$ cat config.mk
export PLATFORM = sky130hd
export DESIGN_NAME = snoop_bus_arbiter_flat
export DESIGN_NICKNAME = d
export VERILOG_FILES = /design/src/rtl/snoop_bus_arbiter_if.sv /design/src/rtl/snoop_bus_arbiter.sv /design/src/flat_wrapper.sv
export SDC_FILE = /design/constraint.sdc
export NUM_CORES = 1
export LEC_CHECK = 0
export CORE_MARGIN = 2
export CORE_UTILIZATION = 30
export CTS_BUF_LIST = sky130_fd_sc_hd__clkbuf_8
export DETAILED_ROUTE_END_ITERATION = 10
export HOLD_SLACK_MARGIN = 0.06
export PLACE_DENSITY = 0.67
export SLEW_MARGIN = 5
export SYNTH_ARGS = -nofsm -noshare
export SYNTH_HDL_FRONTEND = slang
export SYNTH_SLANG_ARGS = --single-unit
export TNS_END_PERCENT = 30
$ cat constraint.sdc
create_clock -name clk_i -period 2.7 [get_ports clk_i]
set_input_delay 0.27 -clock clk_i [delete_from_list [all_inputs] [get_ports clk_i]]
set_output_delay 0.27 -clock clk_i [all_outputs]
set_load 0.005 [all_outputs]
$ cat src/rtl/snoop_bus_arbiter_if.sv
// Shared snooping-bus signal bundle between the cache controllers and the
// bus arbiter/sequencer.
//   slave  : arbiter side  (requests and snoop responses in; grant, address
//            phase, completion and status out)
//   master : requester side (mirror of slave)
interface snoop_bus_arbiter_if #(
    parameter int unsigned NUM_REQ = 4,
    parameter int unsigned ADDR_W  = 32
);
    localparam int unsigned SRC_W = (NUM_REQ > 1) ? $clog2(NUM_REQ) : 1;

    logic [NUM_REQ-1:0]        req;
    logic [2*NUM_REQ-1:0]      req_cmd;
    logic [NUM_REQ*ADDR_W-1:0] req_addr;
    logic [NUM_REQ-1:0]        snoop_hit;
    logic [NUM_REQ-1:0]        snoop_hitm;
    logic [NUM_REQ-1:0]        gnt;
    logic                      bus_valid;
    logic [1:0]                bus_cmd;
    logic [ADDR_W-1:0]         bus_addr;
    logic [SRC_W-1:0]          bus_src;
    logic [NUM_REQ-1:0]        done;
    logic                      resp_shared;
    logic                      resp_from_cache;
    logic                      err;
    logic                      busy;

    modport slave (
        input  req, req_cmd, req_addr, snoop_hit, snoop_hitm,
        output gnt, bus_valid, bus_cmd, bus_addr, bus_src, done,
               resp_shared, resp_from_cache, err, busy
    );

    modport master (
        output req, req_cmd, req_addr, snoop_hit, snoop_hitm,
        input  gnt, bus_valid, bus_cmd, bus_addr, bus_src, done,
               resp_shared, resp_from_cache, err, busy
    );
endinterface

$ cat src/rtl/snoop_bus_arbiter.sv
// Round-robin arbiter and transaction sequencer for the MESI snooping bus.
// Grants one requester at a time, broadcasts its address phase, gathers snoop
// responses from the other caches, models data-phase latency and returns a
// one-cycle completion carrying the shared / cache-supplied / error result.
//   clk_i    : clock, rising edge
//   reset_ni : asynchronous active-low reset
//   bus_if   : snoop_bus_arbiter_if.slave (requests, snoops, grant, bus, done)
module snoop_bus_arbiter #(
    parameter int unsigned NUM_REQ    = 4,
    parameter int unsigned ADDR_W     = 32,
    parameter int unsigned SNOOP_WAIT = 2,
    parameter int unsigned MEM_LAT    = 4,
    parameter int unsigned C2C_LAT    = 1
) (
    input  logic                clk_i,
    input  logic                reset_ni,
    snoop_bus_arbiter_if.slave  bus_if
);
    localparam int unsigned SRC_W    = (NUM_REQ > 1) ? $clog2(NUM_REQ) : 1;
    localparam int unsigned CNT_W    = 16;
    localparam logic [1:0]  CMD_UPGR = 2'b11;

    typedef enum logic [2:0] {
        S_IDLE,
        S_ADDR,
        S_SNOOP,
        S_DATA,
        S_DONE
    } state_e;

    state_e              state_q, state_d;
    logic [SRC_W-1:0]    rr_q, rr_d;
    logic [SRC_W-1:0]    win_q, win_d;
    logic [1:0]          cmd_q, cmd_d;
    logic [ADDR_W-1:0]   addr_q, addr_d;
    logic [NUM_REQ-1:0]  gnt_q, gnt_d;
    logic [CNT_W-1:0]    cnt_q, cnt_d;
    logic                hit_q, hit_d;
    logic                hitm_q, hitm_d;
    logic                valid_q, valid_d;
    logic [NUM_REQ-1:0]  done_q, done_d;
    logic                shared_q, shared_d;
    logic                from_cache_q, from_cache_d;
    logic                err_q, err_d;
    logic                busy_q, busy_d;

    logic [NUM_REQ-1:0]   elig;
    logic [2*NUM_REQ-1:0] rot2;
    logic                 found;
    logic [SRC_W-1:0]     pick;
    logic [1:0]           cmd_sel;
    logic [ADDR_W-1:0]    addr_sel;
    logic                 snp_hit, snp_hitm;

    // Eligible = requesting with a real command.
    always_comb begin : eligibility
        elig = '0;
        for (int i = 0; i < int'(NUM_REQ); i++) begin
            elig[i] = bus_if.req[i] && (bus_if.req_cmd[2*i +: 2] != 2'b00);
        end
    end

    // Rotate so bit 0 is rr_q; lowest set bit after rotation is the winner.
    always_comb begin : arbitrate
        found = 1'b0;
        pick  = '0;
        rot2  = {elig, elig} >> rr_q;
        for (int k = int'(NUM_REQ) - 1; k >= 0; k--) begin
            if (rot2[k]) begin
                found = 1'b1;
                pick  = SRC_W'((32'(rr_q) + 32'(k)) % NUM_REQ);
            end
        end
        cmd_sel  = '0;
        addr_sel = '0;
        for (int i = 0; i < int'(NUM_REQ); i++) begin
            if (pick == SRC_W'(i)) begin
                cmd_sel  = bus_if.req_cmd[2*i +: 2];
                addr_sel = bus_if.req_addr[i*int'(ADDR_W) +: ADDR_W];
            end
        end
    end

    // Snoop flags including this cycle's inputs; the winner's own bit is
    // masked through its grant bit.
    assign snp_hit  = hit_q  | (|(bus_if.snoop_hit  & ~gnt_q));
    assign snp_hitm = hitm_q | (|(bus_if.snoop_hitm & ~gnt_q));

    // Next state and registered-output values.
    always_comb begin : fsm_next
        state_d      = state_q;
        rr_d         = rr_q;
        win_d        = win_q;
        cmd_d        = cmd_q;
        addr_d       = addr_q;
        gnt_d        = gnt_q;
        cnt_d        = cnt_q;
        hit_d        = hit_q;
        hitm_d       = hitm_q;
        valid_d      = 1'b0;
        done_d       = '0;
        shared_d     = 1'b0;
        from_cache_d = 1'b0;
        err_d        = 1'b0;

        unique case (state_q)
            S_IDLE: begin
                if (found) begin
                    win_d   = pick;
                    cmd_d   = cmd_sel;
                    addr_d  = addr_sel;
                    gnt_d   = NUM_REQ'(1) << pick;
                    valid_d = 1'b1;
                    state_d = S_ADDR;
                end
            end
            S_ADDR: begin
                hit_d   = 1'b0;
                hitm_d  = 1'b0;
                cnt_d   = CNT_W'(SNOOP_WAIT - 1);
                state_d = S_SNOOP;
            end
            S_SNOOP: begin
                hit_d  = snp_hit;
                hitm_d = snp_hitm;
                if (cnt_q == '0) begin
                    if (cmd_q == CMD_UPGR) begin
                        // Upgrade carries no data; an M copy elsewhere is a protocol error.
                        state_d      = S_DONE;
                        done_d       = gnt_q;
                        shared_d     = snp_hit | snp_hitm;
                        from_cache_d = snp_hitm;
                        err_d        = snp_hitm;
                    end else begin
                        state_d = S_DATA;
                        cnt_d   = snp_hitm ? CNT_W'(C2C_LAT - 1) : CNT_W'(MEM_LAT - 1);
                    end
                end else begin
                    cnt_d = cnt_q - CNT_W'(1);
                end
            end
            S_DATA: begin
                if (cnt_q == '0) begin
                    state_d      = S_DONE;
                    done_d       = gnt_q;
                    shared_d     = hit_q | hitm_q;
                    from_cache_d = hitm_q;
                    err_d        = (cmd_q == CMD_UPGR) & hitm_q;
                end else begin
                    cnt_d = cnt_q - CNT_W'(1);
                end
            end
            S_DONE: begin
                gnt_d   = '0;
                rr_d    = (win_q == SRC_W'(NUM_REQ - 1)) ? '0 : win_q + SRC_W'(1);
                state_d = S_IDLE;
            end
            default: state_d = S_IDLE;
        endcase

        busy_d = (state_d != S_IDLE);
    end

    // State and output registers.
    always_ff @(posedge clk_i or negedge reset_ni) begin
        if (!reset_ni) begin
            state_q      <= S_IDLE;
            rr_q         <= '0;
            win_q        <= '0;
            cmd_q        <= '0;
            addr_q       <= '0;
            gnt_q        <= '0;
            cnt_q        <= '0;
            hit_q        <= 1'b0;
            hitm_q       <= 1'b0;
            valid_q      <= 1'b0;
            done_q       <= '0;
            shared_q     <= 1'b0;
            from_cache_q <= 1'b0;
            err_q        <= 1'b0;
            busy_q       <= 1'b0;
        end else begin
            state_q      <= state_d;
            rr_q         <= rr_d;
            win_q        <= win_d;
            cmd_q        <= cmd_d;
            addr_q       <= addr_d;
            gnt_q        <= gnt_d;
            cnt_q        <= cnt_d;
            hit_q        <= hit_d;
            hitm_q       <= hitm_d;
            valid_q      <= valid_d;
            done_q       <= done_d;
            shared_q     <= shared_d;
            from_cache_q <= from_cache_d;
            err_q        <= err_d;
            busy_q       <= busy_d;
        end
    end

    assign bus_if.gnt             = gnt_q;
    assign bus_if.bus_valid       = valid_q;
    assign bus_if.bus_cmd         = cmd_q;
    assign bus_if.bus_addr        = addr_q;
    assign bus_if.bus_src         = win_q;
    assign bus_if.done            = done_q;
    assign bus_if.resp_shared     = shared_q;
    assign bus_if.resp_from_cache = from_cache_q;
    assign bus_if.err             = err_q;
    assign bus_if.busy            = busy_q;
endmodule

$ cat src/flat_wrapper.sv
// flat-port wrapper written by rule: the top's interface ports become plain ports
module snoop_bus_arbiter_flat 
#(
    parameter int unsigned NUM_REQ    = 4,
    parameter int unsigned ADDR_W     = 32,
    parameter int unsigned SNOOP_WAIT = 2,
    parameter int unsigned MEM_LAT    = 4,
    parameter int unsigned C2C_LAT    = 1
)
  (clk_i, reset_ni, bus_if_req, bus_if_req_cmd, bus_if_req_addr, bus_if_snoop_hit, bus_if_snoop_hitm, bus_if_gnt, bus_if_bus_valid, bus_if_bus_cmd, bus_if_bus_addr, bus_if_bus_src, bus_if_done, bus_if_resp_shared, bus_if_resp_from_cache, bus_if_err, bus_if_busy);
  snoop_bus_arbiter_if #(.NUM_REQ(NUM_REQ), .ADDR_W(ADDR_W)) bus_if_i ();
  input  logic clk_i;
  input  logic reset_ni;
  input wire logic [$bits(bus_if_i.req)-1:0] bus_if_req;
  input wire logic [$bits(bus_if_i.req_cmd)-1:0] bus_if_req_cmd;
  input wire logic [$bits(bus_if_i.req_addr)-1:0] bus_if_req_addr;
  input wire logic [$bits(bus_if_i.snoop_hit)-1:0] bus_if_snoop_hit;
  input wire logic [$bits(bus_if_i.snoop_hitm)-1:0] bus_if_snoop_hitm;
  output wire logic [$bits(bus_if_i.gnt)-1:0] bus_if_gnt;
  output wire logic [$bits(bus_if_i.bus_valid)-1:0] bus_if_bus_valid;
  output wire logic [$bits(bus_if_i.bus_cmd)-1:0] bus_if_bus_cmd;
  output wire logic [$bits(bus_if_i.bus_addr)-1:0] bus_if_bus_addr;
  output wire logic [$bits(bus_if_i.bus_src)-1:0] bus_if_bus_src;
  output wire logic [$bits(bus_if_i.done)-1:0] bus_if_done;
  output wire logic [$bits(bus_if_i.resp_shared)-1:0] bus_if_resp_shared;
  output wire logic [$bits(bus_if_i.resp_from_cache)-1:0] bus_if_resp_from_cache;
  output wire logic [$bits(bus_if_i.err)-1:0] bus_if_err;
  output wire logic [$bits(bus_if_i.busy)-1:0] bus_if_busy;
  assign bus_if_i.req = bus_if_req;
  assign bus_if_i.req_cmd = bus_if_req_cmd;
  assign bus_if_i.req_addr = bus_if_req_addr;
  assign bus_if_i.snoop_hit = bus_if_snoop_hit;
  assign bus_if_i.snoop_hitm = bus_if_snoop_hitm;
  assign bus_if_gnt = bus_if_i.gnt;
  assign bus_if_bus_valid = bus_if_i.bus_valid;
  assign bus_if_bus_cmd = bus_if_i.bus_cmd;
  assign bus_if_bus_addr = bus_if_i.bus_addr;
  assign bus_if_bus_src = bus_if_i.bus_src;
  assign bus_if_done = bus_if_i.done;
  assign bus_if_resp_shared = bus_if_i.resp_shared;
  assign bus_if_resp_from_cache = bus_if_i.resp_from_cache;
  assign bus_if_err = bus_if_i.err;
  assign bus_if_busy = bus_if_i.busy;
  snoop_bus_arbiter #(.NUM_REQ(NUM_REQ), .ADDR_W(ADDR_W), .SNOOP_WAIT(SNOOP_WAIT), .MEM_LAT(MEM_LAT), .C2C_LAT(C2C_LAT)) u_core (.clk_i(clk_i), .reset_ni(reset_ni), .bus_if(bus_if_i));
endmodule
## Word-level counts from Yosys, hierarchy flattened

Cells that the tools add are included.

- Flip-flop bits (word level): 72
- Bits in latches: 0
- Memory bits (writable): 0
- Memory bits (read-only): 0
- Input port bits: 150
- Logic and storage cells: 109
- Memories: 0

- Add/subtract/negate cells: 5
- Multiply operators: 0
- Div/mod/pow operators: 0
- Order comparisons: 0
- Eq/ne operators: 12
- Shift operators: 2
- Muxes and demuxes: 47
- Bitwise gates (word level): 8
- Reductions and logical operators: 20

Operators with widths:

| operator | number |
|---|---|
| 32-bit 2-to-1 mux | 4 |
| 16-bit 2-to-1 mux | 3 |
| 16-bit one-hot mux with 3 select lines | 1 |
| 2-bit 2-to-1 mux | 10 |
| 16-bit logical NOT | 1 |
| 4-bit 2-to-1 mux | 4 |
| 4-bit one-hot mux with 2 select lines | 2 |
| 16-bit by 1-bit subtractor with 16-bit output, second input constant | 1 |
| 1-bit 2-to-1 mux | 13 |
| 3-bit 2-to-1 mux | 4 |
| 3-bit one-hot mux with 4 select lines | 1 |
| 2-bit nonzero test | 6 |
| 1-bit one-hot mux with 2 select lines | 5 |
| 4-bit bitwise AND | 2 |
| 2-bit equality test, second input constant | 4 |
| 4-bit OR reduction | 2 |
| 8-bit by 2-bit right shift with 4-bit output | 1 |
| 3-bit by 2-bit equality test with 1-bit output, second input constant | 2 |
| 3-bit nonzero test | 2 |
| 2-bit by 1-bit adder with 2-bit output, second input constant | 2 |
| 2-bit adder, second input constant | 2 |
| 1-bit logical AND | 4 |
| 4-bit inverter | 1 |
| 1-bit OR | 4 |
| 12 further kinds | 13 |

## Depth between registers and ports, before layout

- Depth after elaboration: 12
- Gate-level depth with buffers: 11
- Gate-level depth less buffers: 8

## Least setup slack after synthesis

No wires, ideal clock.

- Kind: flip-flop to flip-flop
- Start: register u_core.cnt_q[0]
- End: register u_core.cnt_q[15]
- Arrival time: 2.125 ns
- Data required time: 2.623 ns
- Slack: 0.497 ns
- Stages on the path, launching flop included: 11
- Path buffers: 2
- Period minus slack after synthesis: 2.203 ns
- Cell sequence: dfrtp_1 -> inv_1 -> ha_1 -> nor3b_4 -> and4_1 -> buf_4 -> a31o_4 -> buf_6 -> o211ai_4 -> or4_1 -> a21oi_1

- Longest elaborated chain between the ends: 3
- Elaborated cells on any way between the ends: 8
- Those cells by class: add/sub (1); eq/ne (2); mux (3); reduce/logical (2)

Ends and longest elaborated chain:

| element | RTL line | RTL |
|---|---|---|
| start: declaration | snoop_bus_arbiter.sv:37 | `logic [CNT_W-1:0] cnt_q, cnt_d;` |
| start signal: assignment | snoop_bus_arbiter.sv:189 | `cnt_q <= cnt_d;` |
| 16-bit by 1-bit subtractor with 16-bit output or 16-bit logical NOT (tied branches) | n/a |  |
| 16-bit 2-to-1 mux, or another cell as far along | snoop_bus_arbiter.sv:143 | `if (cnt_q == '0) begin` |
| 16-bit one-hot mux with 3 select lines or 3-bit AND reduction (tied branches) | n/a |  |

Several ways; a longest one is shown, not always the timed one. The select of a mux whose other input is x is not followed.
A chain may end at the register's enable or synchronous reset.

## Worst setup path in the final report

- Start: register u_core.cnt_q[0]
- End: register u_core.cnt_q[9]

Same word-level chain as after synthesis.

==> results by group <==
GRT
  • Number of antenna violations at the first check in global routing: 0
  • Number of global-route vias before repair: 4595
  • Global-route wire length before repair: 23200 µm
  • Tot GR Track Use: 20.2%
  • Final global-route overflow total: 0
  • Pin count of the biggest net entering global routing: 73

Clocking
  • CTS hold repair buffers: 0
  • Worst skew pair latency: 0.37 ns
  • Post-CTS clock slew at the launch and capture registers of the worst setup and hold paths: 0.08 ns
  • CTS tree: yes
  • Clk sinks: 72
  • Level count of the clock H-tree: 3
  • Post CTS Setup Buffer Count: 0
  • Max Root-Sink Buffers: 2
  • Clock tree root driver cell: clkbuf_8
  • Count of instances resized after the clock tree is built: 0
  • Number of buffers added by the clock tree synthesis step: 9

STA
  • Fin Setup TNS: 0 ns
  • Time the final worst path needs with I/O delays and setup: 2.33 ns
  • Setup Viol. Count Final: 0
  • Unrepaired setup endpoints after global routing: false
  • Highest attainable clock frequency: 428 MHz
  • Final slew viol count: 0
  • Worst slew margin: 37.2%
  • Hold violation total from the final report: 0
  • Final critical-path share of the clock period: between 80% and 90%
  • Worst Skew: approximately 0.013 ns
  • Worst Tran Pin Value: 0.942 ns

Drt
  • Remaining number of nets flagged by the antenna check after routing: 0
  • Detailed-route wire length per cell: 17.0 µm
  • DRC violations left: 0
  • Post-Route WL: 14800 µm
  • Pre-antenna DRT Iters: 5
  • Drt via density: about 5
  • DRT iter0 DRCs: ~210
  • Via count: 4410

Power and ir drop
  • Share of total power in the clock network: 18.3%
  • Highest ir drop seen on vdd: 334 µV
  • Leakage: between 2 and 3 nW
  • Power Total: 5.25 mW
  • Int Pwr: 3.43 mW
  • NetSw: 1.82 mW
  • Switching part of the total: ~35%
  • Combinational share of power: 45.7%
  • Register share of total power: 36.0%
  • Power Dens Cells: 800 nW/µm²

Worst hold path
  • Worst min-delay path category: in -> async

Placement
  • Detailed placement HPWL: 11100 µm
  • Placed Instances: between 800 and 900
  • Placed cell area: 6350 µm²
  • Port bufs: 198
  • Placer congestion estimate: a little over 0.8

Floorplan
  • I/O pin cnt: 199
  • Die width: approximately 120 µm
  • Initial Utilization: 31.0%
  • Die extent in y: 122 µm
  • Core ar.: 13400 µm²
  • Row count: 42
  • Area of the die: 14800 µm²

Run status
  • Result of the run: finished, final reports clean

Synth
  • Cell count after synthesis: 499
  • Post-synthesis average cell area: 8.31 µm²
  • Leading post-synthesis cells by instance count: 145 x nand2_1, 72 x dfrtp_1, 65 x nand3_1, 32 x o211a_1, 25 x nor2_1
  • Post-synth top flop: dfrtp_1
  • Cell area after synthesis: approximately 4100 µm²
  • Fraction of the yosys area taken by sequential cells: 43.4%
  • FF+latch count, synth: between 70 and 80
  • Yosys warning total: 0
  • Cells taking the most area after synthesis: dfrtp_1 43%, nand2_1 13%, nand3_1 7.8%
  • Net Count, Synth: 651
  • Proportion of netlist area held by the largest area contributor: 43.4%
  • Cell taking the most area after synthesis: dfrtp_1
  • Async set or reset register ratio after synthesis: 100%
  • Most numerous cell in the Yosys netlist: nand2_1
  • Yosys cell types: 56
  • Number of synthesized flops with an enable pin: 0

Worst setup path
  • Top delay family on crit path: simple AND/OR/NAND/NOR gates
  • Critical Path RT: 2.94 ns
  • Type of element launching the critical path: flip-flop
  • Max incr delay on CP: 0.41 ns
  • Endpoint kind of the worst setup timing path: flip-flop
  • Reg2Reg Setup Slack: between 0.3 and 0.4 ns
  • WS Path Type: reg -> reg
  • Endpoint arrival time on the critical path: 2.57 ns
  • Critical path fanouts, max: 26
  • Crit-path slowest cell: dfrtp_1
  • Worst-path cell chain: inv_1, ha_1, nor3b_4, and4_1, a31o_4, buf_4, o2111ai_1, xor2_1, nor2_1
  • WP buf/inv: 2

Finish
  • Layout Area Growth over Synthesis: 58.3%
  • Share of post-route cells with drive strength above 1: between 5 and 6%
  • Final non-filler cell area: between 6000 and 7000 µm²
  • Number of cells in the finished layout apart from fillers: 870
  • Count of nets after finishing: 842
  • Antenna Cells: 0

Job
  • Max capacitance violation total: 0
through the flow:
| step | worst slack, ns | hold slack [ns] | utilization, % |
|---|---|---|---|
| 6_report | 0.365 | 0.0630 | 49.0 |
| 5_1_grt | 0.185 | 0.135 | 49.0 |
| 3_5_place_dp | 0.242 | 0.493 | 47.4 |
| 3_3_place_gp | 0.315 | 0.476 | 47.4 |
| 2_1_floorplan | 0.497 | -0.0256 | - |
| 4_1_cts | 0.373 | 0.0876 | 49.0 |
area by class of cell:
class,count,area (µm²)
Fill cell,1299,6830
Multi-Input combinational cell,383,2180
Timing Repair Buffer,213,2100
Sequential cell,72,1800
Tap cell,176,220
Clock buffer,11,151
Clock inverter,4,68.8
Inverter,11,41.3
kinds of logic (layout without fill, tap and decap cells):
kind of cell | count (synthesis) | count (layout) | synth area share [%]
and+or+nand+nor | 271 | 271 | 29.4
AOI/OAI and AO/OA | 94 | 94 | 18.7
DFF | 72 | 72 | 43.4
buffers and inverters | 44 | 239 | 4.37
xor gates and xnor gates | 12 | 12 | 2.53
muxes | 4 | 4 | 0.995
adders and majority gates | 2 | 2 | 0.603
cells in the final DEF, fill, tap and decap left out, types with 2 or more instances in the layout:
cell / Yosys / final
o2bb2ai_1: 2 / 2
mux2i_1: 3 / 3
nor4_1: 6 / 6
bufinv_16: 0 / 2
clkbuf_8: 0 / 11
nor3_1: 10 / 10
or2_2: 2 / 2
nor2_1: 25 / 25
nand2b_1: 2 / 2
a21oi_1: 10 / 10
clkdlybuf4s50_1: 0 / 197
o211ai_1: 6 / 6
dfrtp_1: 72 / 72
inv_1: 10 / 11
o21a_1: 4 / 3
nand3_1: 65 / 65
ha_1: 2 / 2
o22ai_1: 2 / 2
buf_4: 1 / 15
a31oi_1: 2 / 2
xor2_1: 10 / 10
nor2b_1: 4 / 4
o21ai_1: 6 / 5
o21ai_0: 6 / 6
nand2_1: 145 / 145
o31ai_1: 3 / 3
xnor2_1: 2 / 2
o2111ai_1: 3 / 3
a22o_1: 6 / 6
o211a_1: 32 / 32
or4_1: 2 / 2
worst register-to-register path, cell delays in order (launching register included):
cell and delay [ns]:
dfrtp_1 0.41, inv_1 0.11, ha_1 0.18, nor3b_4 0.20, and4_1 0.40, a31o_4 0.23
buf_4 0.26, o2111ai_1 0.19, xor2_1 0.17, nor2_1 0.05
worst paths after layout:
check | start | to | cells past startpoint
max | u_core.cnt_q[0]$_DFFE_PN0P_ | u_core.cnt_q[9]$_DFFE_PN0P_ | 9
max in group asynchronous | reset_ni | u_core.bus_if.resp_shared$_DFF_PN0_ | 1
min in group clk_i | u_core.bus_if.bus_addr[28]$_DFFE_PN0P_ | u_core.bus_if.bus_addr[28]$_DFFE_PN0P_ | 1
min | reset_ni | u_core.bus_if.bus_addr[1]$_DFFE_PN0P_ | 1
min reg2reg | u_core.bus_if.bus_addr[28]$_DFFE_PN0P_ | u_core.bus_if.bus_addr[28]$_DFFE_PN0P_ | 1
max reg2reg | u_core.cnt_q[0]$_DFFE_PN0P_ | u_core.cnt_q[9]$_DFFE_PN0P_ | 9
power groups by stage:
stage	sequential [mW]	combinational (mW)	clock, mW
3_5_place_dp	1.89	2.42	0
5_1_grt	1.95	2.63	1.03
2_1_floorplan	1.85	1.18	0
4_1_cts	1.89	2.43	0.995
3_3_place_gp	1.88	2.37	0
6_report	1.89	2.40	0.963
per-layer routing:
layer	global-route usage (%)	vias to the layer above	routed length [µm]
met5	0	-	0
met4	6.54	0	287
met3	8.05	23	1310
met2	35.9	149	7700
met1	22.1	2111	5480
li1	-	2127	-
flip-flops by register name (all words and copies together), names as in the netlist:
register / cells
u_core.bus_if.done: 4
u_core.bus_if.resp_shared: 1
u_core.bus_if.bus_cmd: 2
u_core.bus_if.bus_valid: 1
u_core.bus_if.bus_src: 2
u_core.bus_if.resp_from_cache: 1
u_core.hitm_q: 1
u_core.rr_q: 2
u_core.bus_if.busy: 1
u_core.bus_if.bus_addr: 32
u_core.state_q: 3
u_core.cnt_q: 16
u_core.hit_q: 1
u_core.bus_if.gnt: 4
u_core.bus_if.err: 1
No activity file was read; power rests on OpenSTA's default activity.
